<file path="config.mk">
export PLATFORM = sky130hd
export DESIGN_NAME = encoder_ctrl
export DESIGN_NICKNAME = d
export VERILOG_FILES = /design/src/rtl/encoder_ctrl.sv
export SDC_FILE = /design/constraint.sdc
export NUM_CORES = 1
export LEC_CHECK = 0
export BUFFER_PORTS_ARGS = -buffer_cell sky130_fd_sc_hd__buf_2
export CELL_PAD_IN_SITES_DETAIL_PLACEMENT = 1
export CELL_PAD_IN_SITES_GLOBAL_PLACEMENT = 1
export CORE_MARGIN = 5
export CORE_UTILIZATION = 40
export CTS_BUF_LIST = sky130_fd_sc_hd__clkbuf_16
export CTS_CLUSTER_SIZE = 24
export DETAILED_ROUTE_END_ITERATION = 16
export HOLD_SLACK_MARGIN = 0.1
export PLACE_DENSITY = 0.89
export SYNTH_ARGS = -nofsm -noshare
export SYNTH_HDL_FRONTEND = slang
export SYNTH_SLANG_ARGS = --single-unit
</file>
<file path="constraint.sdc">
create_clock -name clk -period 5.4 [get_ports clk]
set_input_delay 1.62 -clock clk [delete_from_list [all_inputs] [get_ports clk]]
set_output_delay 1.62 -clock clk [all_outputs]
set_load 0.01 [all_outputs]
</file>
<file path="src/rtl/encoder_ctrl.sv">
// rtl/encoder_ctrl.sv - host-to-encoder message sequencer with index forwarding, weight check and watchdog
module encoder_ctrl #(
  parameter int MSG_BYTES = 40,
  parameter int CW_WIDTH  = 10,
  parameter int WEIGHT    = 38,
  parameter int TIMEOUT   = 4096
) (
  input  logic                clk,
  input  logic                rst_b,
  input  logic                abort,
  input  logic                msg_valid,
  input  logic [7:0]          msg_byte,
  output logic                msg_ready,
  output logic                enc_wr_en,
  output logic [7:0]          enc_msg_bype,
  output logic                enc_start,
  input  logic [CW_WIDTH-1:0] enc_cw_out,
  input  logic                enc_cw_rdy,
  input  logic                enc_cw_done,
  output logic                cw_valid,
  output logic [CW_WIDTH-1:0] cw_index,
  output logic [7:0]          cw_count,
  output logic                busy,
  output logic                done,
  output logic                err_weight,
  output logic                err_timeout
);

  localparam int BW = $clog2(MSG_BYTES + 1);
  localparam int WW = $clog2(TIMEOUT);

  typedef enum logic [2:0] {S_IDLE, S_LOAD, S_START, S_RUN, S_DONE} state_t;

  state_t          state, state_nx;
  logic [BW-1:0]   byte_cnt;
  logic [WW-1:0]   wdog;
  logic            ready_q;
  logic            xfer;
  logic            run_strobe;
  logic [7:0]      cnt_inc;
  logic [7:0]      cnt_final;

  // ready is a flop so it reads 0 during reset; abort still blocks a transfer the same cycle
  assign msg_ready  = ready_q & ~abort;
  assign xfer       = msg_valid & msg_ready;
  assign busy       = (state != S_IDLE);
  assign run_strobe = (state == S_RUN) & enc_cw_rdy & ~abort;
  assign cnt_inc    = (cw_count == 8'hFF) ? cw_count : cw_count + 8'd1;
  assign cnt_final  = enc_cw_rdy ? cnt_inc : cw_count;

  always_comb begin
    state_nx = state;
    if (abort) begin
      state_nx = S_IDLE;
    end else begin
      case (state)
        S_IDLE:  if (xfer) state_nx = (MSG_BYTES == 1) ? S_START : S_LOAD;
        S_LOAD:  if (xfer && byte_cnt == BW'(MSG_BYTES - 1)) state_nx = S_START;
        S_START: state_nx = S_RUN;
        S_RUN: begin
          if (enc_cw_done)      state_nx = S_DONE;
          else if (wdog == '0)  state_nx = S_IDLE;
        end
        S_DONE:  state_nx = S_IDLE;
        default: state_nx = S_IDLE;
      endcase
    end
  end

  always_ff @(posedge clk or negedge rst_b) begin
    if (!rst_b) begin
      state        <= S_IDLE;
      ready_q      <= 1'b0;
      byte_cnt     <= '0;
      wdog         <= '0;
      enc_wr_en    <= 1'b0;
      enc_msg_bype <= 8'h00;
      enc_start    <= 1'b0;
      cw_valid     <= 1'b0;
      cw_index     <= '0;
      cw_count     <= 8'h00;
      done         <= 1'b0;
      err_weight   <= 1'b0;
      err_timeout  <= 1'b0;
    end else begin
      state     <= state_nx;
      ready_q   <= (state_nx == S_IDLE) || (state_nx == S_LOAD);
      enc_wr_en <= xfer;
      if (xfer) enc_msg_bype <= msg_byte;
      enc_start <= (state == S_START) && !abort;
      done      <= (state_nx == S_DONE);
      cw_valid  <= run_strobe;
      if (run_strobe) begin
        cw_index <= enc_cw_out;
        cw_count <= cnt_inc;
      end

      // first byte of a message starts a fresh result record
      if (state == S_IDLE && xfer) begin
        byte_cnt    <= BW'(1);
        cw_count    <= 8'h00;
        err_weight  <= 1'b0;
        err_timeout <= 1'b0;
      end else if (state == S_LOAD && xfer) begin
        byte_cnt <= byte_cnt + BW'(1);
      end

      if (state == S_START)                   wdog <= WW'(TIMEOUT - 1);
      else if (state == S_RUN && wdog != '0)  wdog <= wdog - WW'(1);

      // done wins over an expiring watchdog in the same cycle
      if (state == S_RUN && !abort) begin
        if (enc_cw_done)      err_weight  <= err_weight | (cnt_final != 8'(WEIGHT));
        else if (wdog == '0)  err_timeout <= 1'b1;
      end
    end
  end

endmodule

</file>
Yosys cells after proc, flatten, opt, wreduce, memory -nomap -nowiden
Cells that the tools add are included.

Add/sub/neg operators: 3. Equal/unequal tests: 8. Muxes and demuxes: 21. Bitwise gates (word level): 6. Reductions and logical operators: 16.

Operators with widths (number): 8-bit two-way mux (4); 12-bit two-way mux (2); 3-bit two-way mux (5); 12-bit zero test (1); 6-bit two-way mux (2); 3-bit one-hot mux with 4 select lines (1); 12-bit nonzero test (1); 12-bit by 1-bit subtractor with 12-bit output (second input constant) (1); 8-bit by 1-bit adder with 8-bit output (second input constant) (1); 8-bit == test (second input constant) (1); 8-bit by 6-bit != test with 1-bit output (second input constant) (1); 1-bit two-way mux (7); 6-bit by 1-bit adder with 6-bit output (second input constant) (1); 3-bit by 1-bit == test with 1-bit output (second input constant) (2); 3-bit by 2-bit == test with 1-bit output (second input constant) (2); 6-bit == test (second input constant) (1); 1-bit logical AND (6); 3-bit zero test (2); 2-bit nonzero test (3); 1-bit bitwise AND (4); 3-bit == test (second input constant) (1); 3-bit nonzero test (1); 1-bit zero test (1); 1-bit logical OR (1); 2 further kinds (2).

Register bits: 54. Input bits: 24. Output and inout port bits: 34. Logic and storage cells: 67.

Depth between registers and ports, before layout
Depth in word-level cells: 9. Depth in mapped cells: 7. Depth with buffers taken out: 6.

Least setup slack after synthesis
No wires, ideal clock.

Path kind: in2out. From: input port abort. To: output port msg_ready. Arrival time: 1.828 ns. Required time: 3.780 ns. Setup slack: 1.952 ns. Cell stages on the path: 1. Path buffers: 0. Cell sequence: nor2b_1.

Longest elaborated chain between the ends: 2.

Ends and longest elaborated chain: start, declared (RTL line 10) `input logic abort,`; 1-bit inverter (RTL line 44) `assign msg_ready = ready_q & ~abort;`; 1-bit bitwise AND (RTL line 44); end, declared (RTL line 13) `output logic msg_ready,`.

No other way between the ends.

Worst setup path in the final report
Same ends and word-level chain as after synthesis.

==> metrics.txt <==
post-placement cell count 413; CP arrival 2140 ps; via count 2413; post-CTS sizing 0; dpl ws 1650 ps; Die Ht 91.6 microns; Remaining Overflow, GRT 0; First DRT Iteration DRCs 102; setup bufs post-CTS 0; # nets final 371; Final HPWL DP 5430 microns; Final Core Density 49.0%; RR Startpoint state[0]; worst hold slack 470 ps; highest cell delay on the worst timing path 190 ps; Core ar. 6420 sq um; diode count 0; Mapped Cells 290; Setup crit end kind primary output; Worst path slowest cell nor2b_1; Stages on worst setup path 3; commonest non-fill, non-tap cell in the layout nand2_1; GRT Overall Usage 18.8%; crit-path leading delay family buffers and inverters; crit path buf inv count 2; Post-Route WL 7550 microns; Layout Cells excl Fill 421; Worst Setup SP abort; vias in the first global route 2556; CTS max path bufs 2; Worst-path clk slew 70 ps; RSZ-0062 raised after global routing false; first-pass GRT wire length 12800 microns; cts bufs inserted 5; htree depth 2; I/O Buffers 57; fin crit share 69.5%; residual DRC count 0; Worst EP required 3780 ps; Hold Crit Class register to register; Slew Limit Headroom 49.6%; asr flop ratio synth 100%; Area Overhead vs Synth 18.1%; WS Path Type input pin to primary output; critical path endpoint msg_ready; FF/Latch Area 1350 sq um; fin worst setup slack 1640 ps; reg2reg path depth 5; Final Setup Violations 0; Max Cap Viol 0; Vias/cell 5.73; DR WL/cell 17.9 microns; multi-input logic area 1220 sq um; global placer's final weighted congestion 0.818; clock skew 6.19 ps; number of detailed-route iterations in the first pass 4; Peak VDD IR 0.134 mV; post-synthesis cell type count 48; fmax 266 MHz; setup TNS 0 ps; die area 8380 sq um; initial antenna violation count 0; min Tclk post-route 3760 ps; row cnt 29; CP Launch Type input pin; clk_lat worst skew 290 ps; remaining antenna violation count 0; largest net degree at the start of global routing 55; FF-to-FF End cw_count[0]; Initial Util 41.4%; R2R Setup Slk 2830 ps; Mapped Avg Cell Area 9.18 sq um; clock root cell clkbuf_16; status finished clean; yosys warns 0; CP cell instances buf_2 > nor2b_1 > buf_2; synthesis-stage register bit count 54; Worst path most repeated cell buf_2; number of synthesized flops with an enable pin 0; CP max FO 7; CTS sink cnt 54; post-synthesis instance area 2660 sq um; Die W 91.6 microns; Hold Vio Cnt, Final 0; share of post-route cells with drive strength above 1 20.9%; dominant synthesized flop cell dfrtp_1; syn_nets 318; commonest cells after routing, fill and taps aside nand2_1 (71), buf_2 (57), dfrtp_1 (54); LEAKAGE 1.54 nW; CTS tree yes; fin. max-slew vios 0; sequential share of the synthesized area 50.8%; Worst-Margin Slew 753 ps; hold buffer count at CTS 0; Fillers 793; pwr dens 272 nW/um^2; # IOs 58
[synthesized netlist by cell type, drive strengths merged, types with 2 or more instances]
| cell | count | share of area (%) |
|---|---|---|
| nand2 | 71 | 10 |
| dfrtp | 54 | 51 |
| nor2 | 14 | 2.0 |
| nand3 | 13 | 2.4 |
| o21ai | 11 | 2.1 |
| clkbuf | 9 | 1.3 |
| inv | 9 | 1.3 |
| a21oi | 7 | 1.3 |
| nor3 | 7 | 1.3 |
| nand4 | 6 | 1.4 |
| or4 | 6 | 1.7 |
| and2 | 5 | 1.2 |
| nor2b | 5 | 1.2 |
| nor4 | 5 | 1.2 |
| and3 | 4 | 0.94 |
| ha | 4 | 1.9 |
| nand2b | 4 | 0.94 |
| o31ai | 4 | 1.1 |
| a311oi | 3 | 0.99 |
| a31oi | 3 | 0.71 |
| buf | 3 | 0.56 |
| mux2i | 3 | 1.1 |
| nor3b | 3 | 0.85 |
| nor4b | 3 | 0.99 |
| o211ai | 3 | 0.85 |
| or3 | 3 | 0.71 |
| a21boi | 2 | 0.56 |
| mux2 | 2 | 0.85 |
| nand3b | 2 | 0.56 |
| o21bai | 2 | 0.56 |
| o221a | 2 | 0.85 |
| o41ai | 2 | 0.66 |
| xor2 | 2 | 0.66 |
[routing by layer]
metal | GRT usage [%] | part of all wire (%)
met3 | 3.06 | 2.8
met5 | 0 | 0
met2 | 31.9 | 52
met4 | 7.66 | 2.8
met1 | 23.7 | 43
[flip-flops by register name, summed over array words and instances, names as in the netlist, 3 cells and up]
name	flops
state	3
cw_count	8
byte_cnt	6
wdog	12
cw_index	10
enc_msg_bype	8
[final cells by class]
type                       count  share of cell area, %
clock buffer                   5                   3.98
clock inverter                 3                  0.557
inverter                      10                   1.19
multi-input combinational    214                   38.9
sequential                    54                   43.0
tap                           77                   3.06
timing repair buffer          58                   9.31
[where the power goes]
group	internal, mW	leakage [nW]	switching, mW
Combinational	0.0338	0.769	0.0509
Sequential	0.428	0.692	0.0237
Clock	0.171	0.0750	0.149
[worst register-to-register path, stage by stage, from the launching register on]
cell and delay (ps):
dfrtp_1 630, and4bb_2 360, nand2_1 310, inv_1 480, mux2_2 410, mux2_2 260
[through the flow]
step | total power [mW] | area, sq um
after global routing | 0.893 | 3140
after detailed placement | 0.545 | 3000
final | 0.856 | 3140
after global placement | 0.537 | 3000
after floorplan | 0.498 | 2660
after CTS | 0.863 | 3140
[cell families (layout without fill, tap and decap cells)]
kind of cell / after synthesis / after routing / share of synthesized area [%]
buffers and inverters: 22 / 76 / 3.24
adders and majority gates: 4 / 4 / 1.88
muxes: 5 / 5 / 1.97
and+or+nand+nor: 157 / 157 / 29.6
AOI/OAI and AO/OA: 46 / 46 / 11.8
xor gates and xnor gates: 2 / 2 / 0.658
DFF: 54 / 54 / 50.8
[how the worst min path moves through the flow]
stage / start / end / slack, ps / cells past startpoint
finish: enc_msg_bype[7] / enc_msg_bype[7] / 470 / 2
global route: enc_msg_bype[7] / enc_msg_bype[7] / 500 / 2
CTS: enc_msg_bype[7] / enc_msg_bype[7] / 480 / 2
detailed placement: enc_msg_bype[7] / enc_msg_bype[7] / 460 / 2
global placement: enc_msg_bype[6] / enc_msg_bype[6] / 460 / 2
floorplan: byte_cnt[2] / byte_cnt[2] / 480 / 1
No activity file was read; power rests on OpenSTA's default activity.
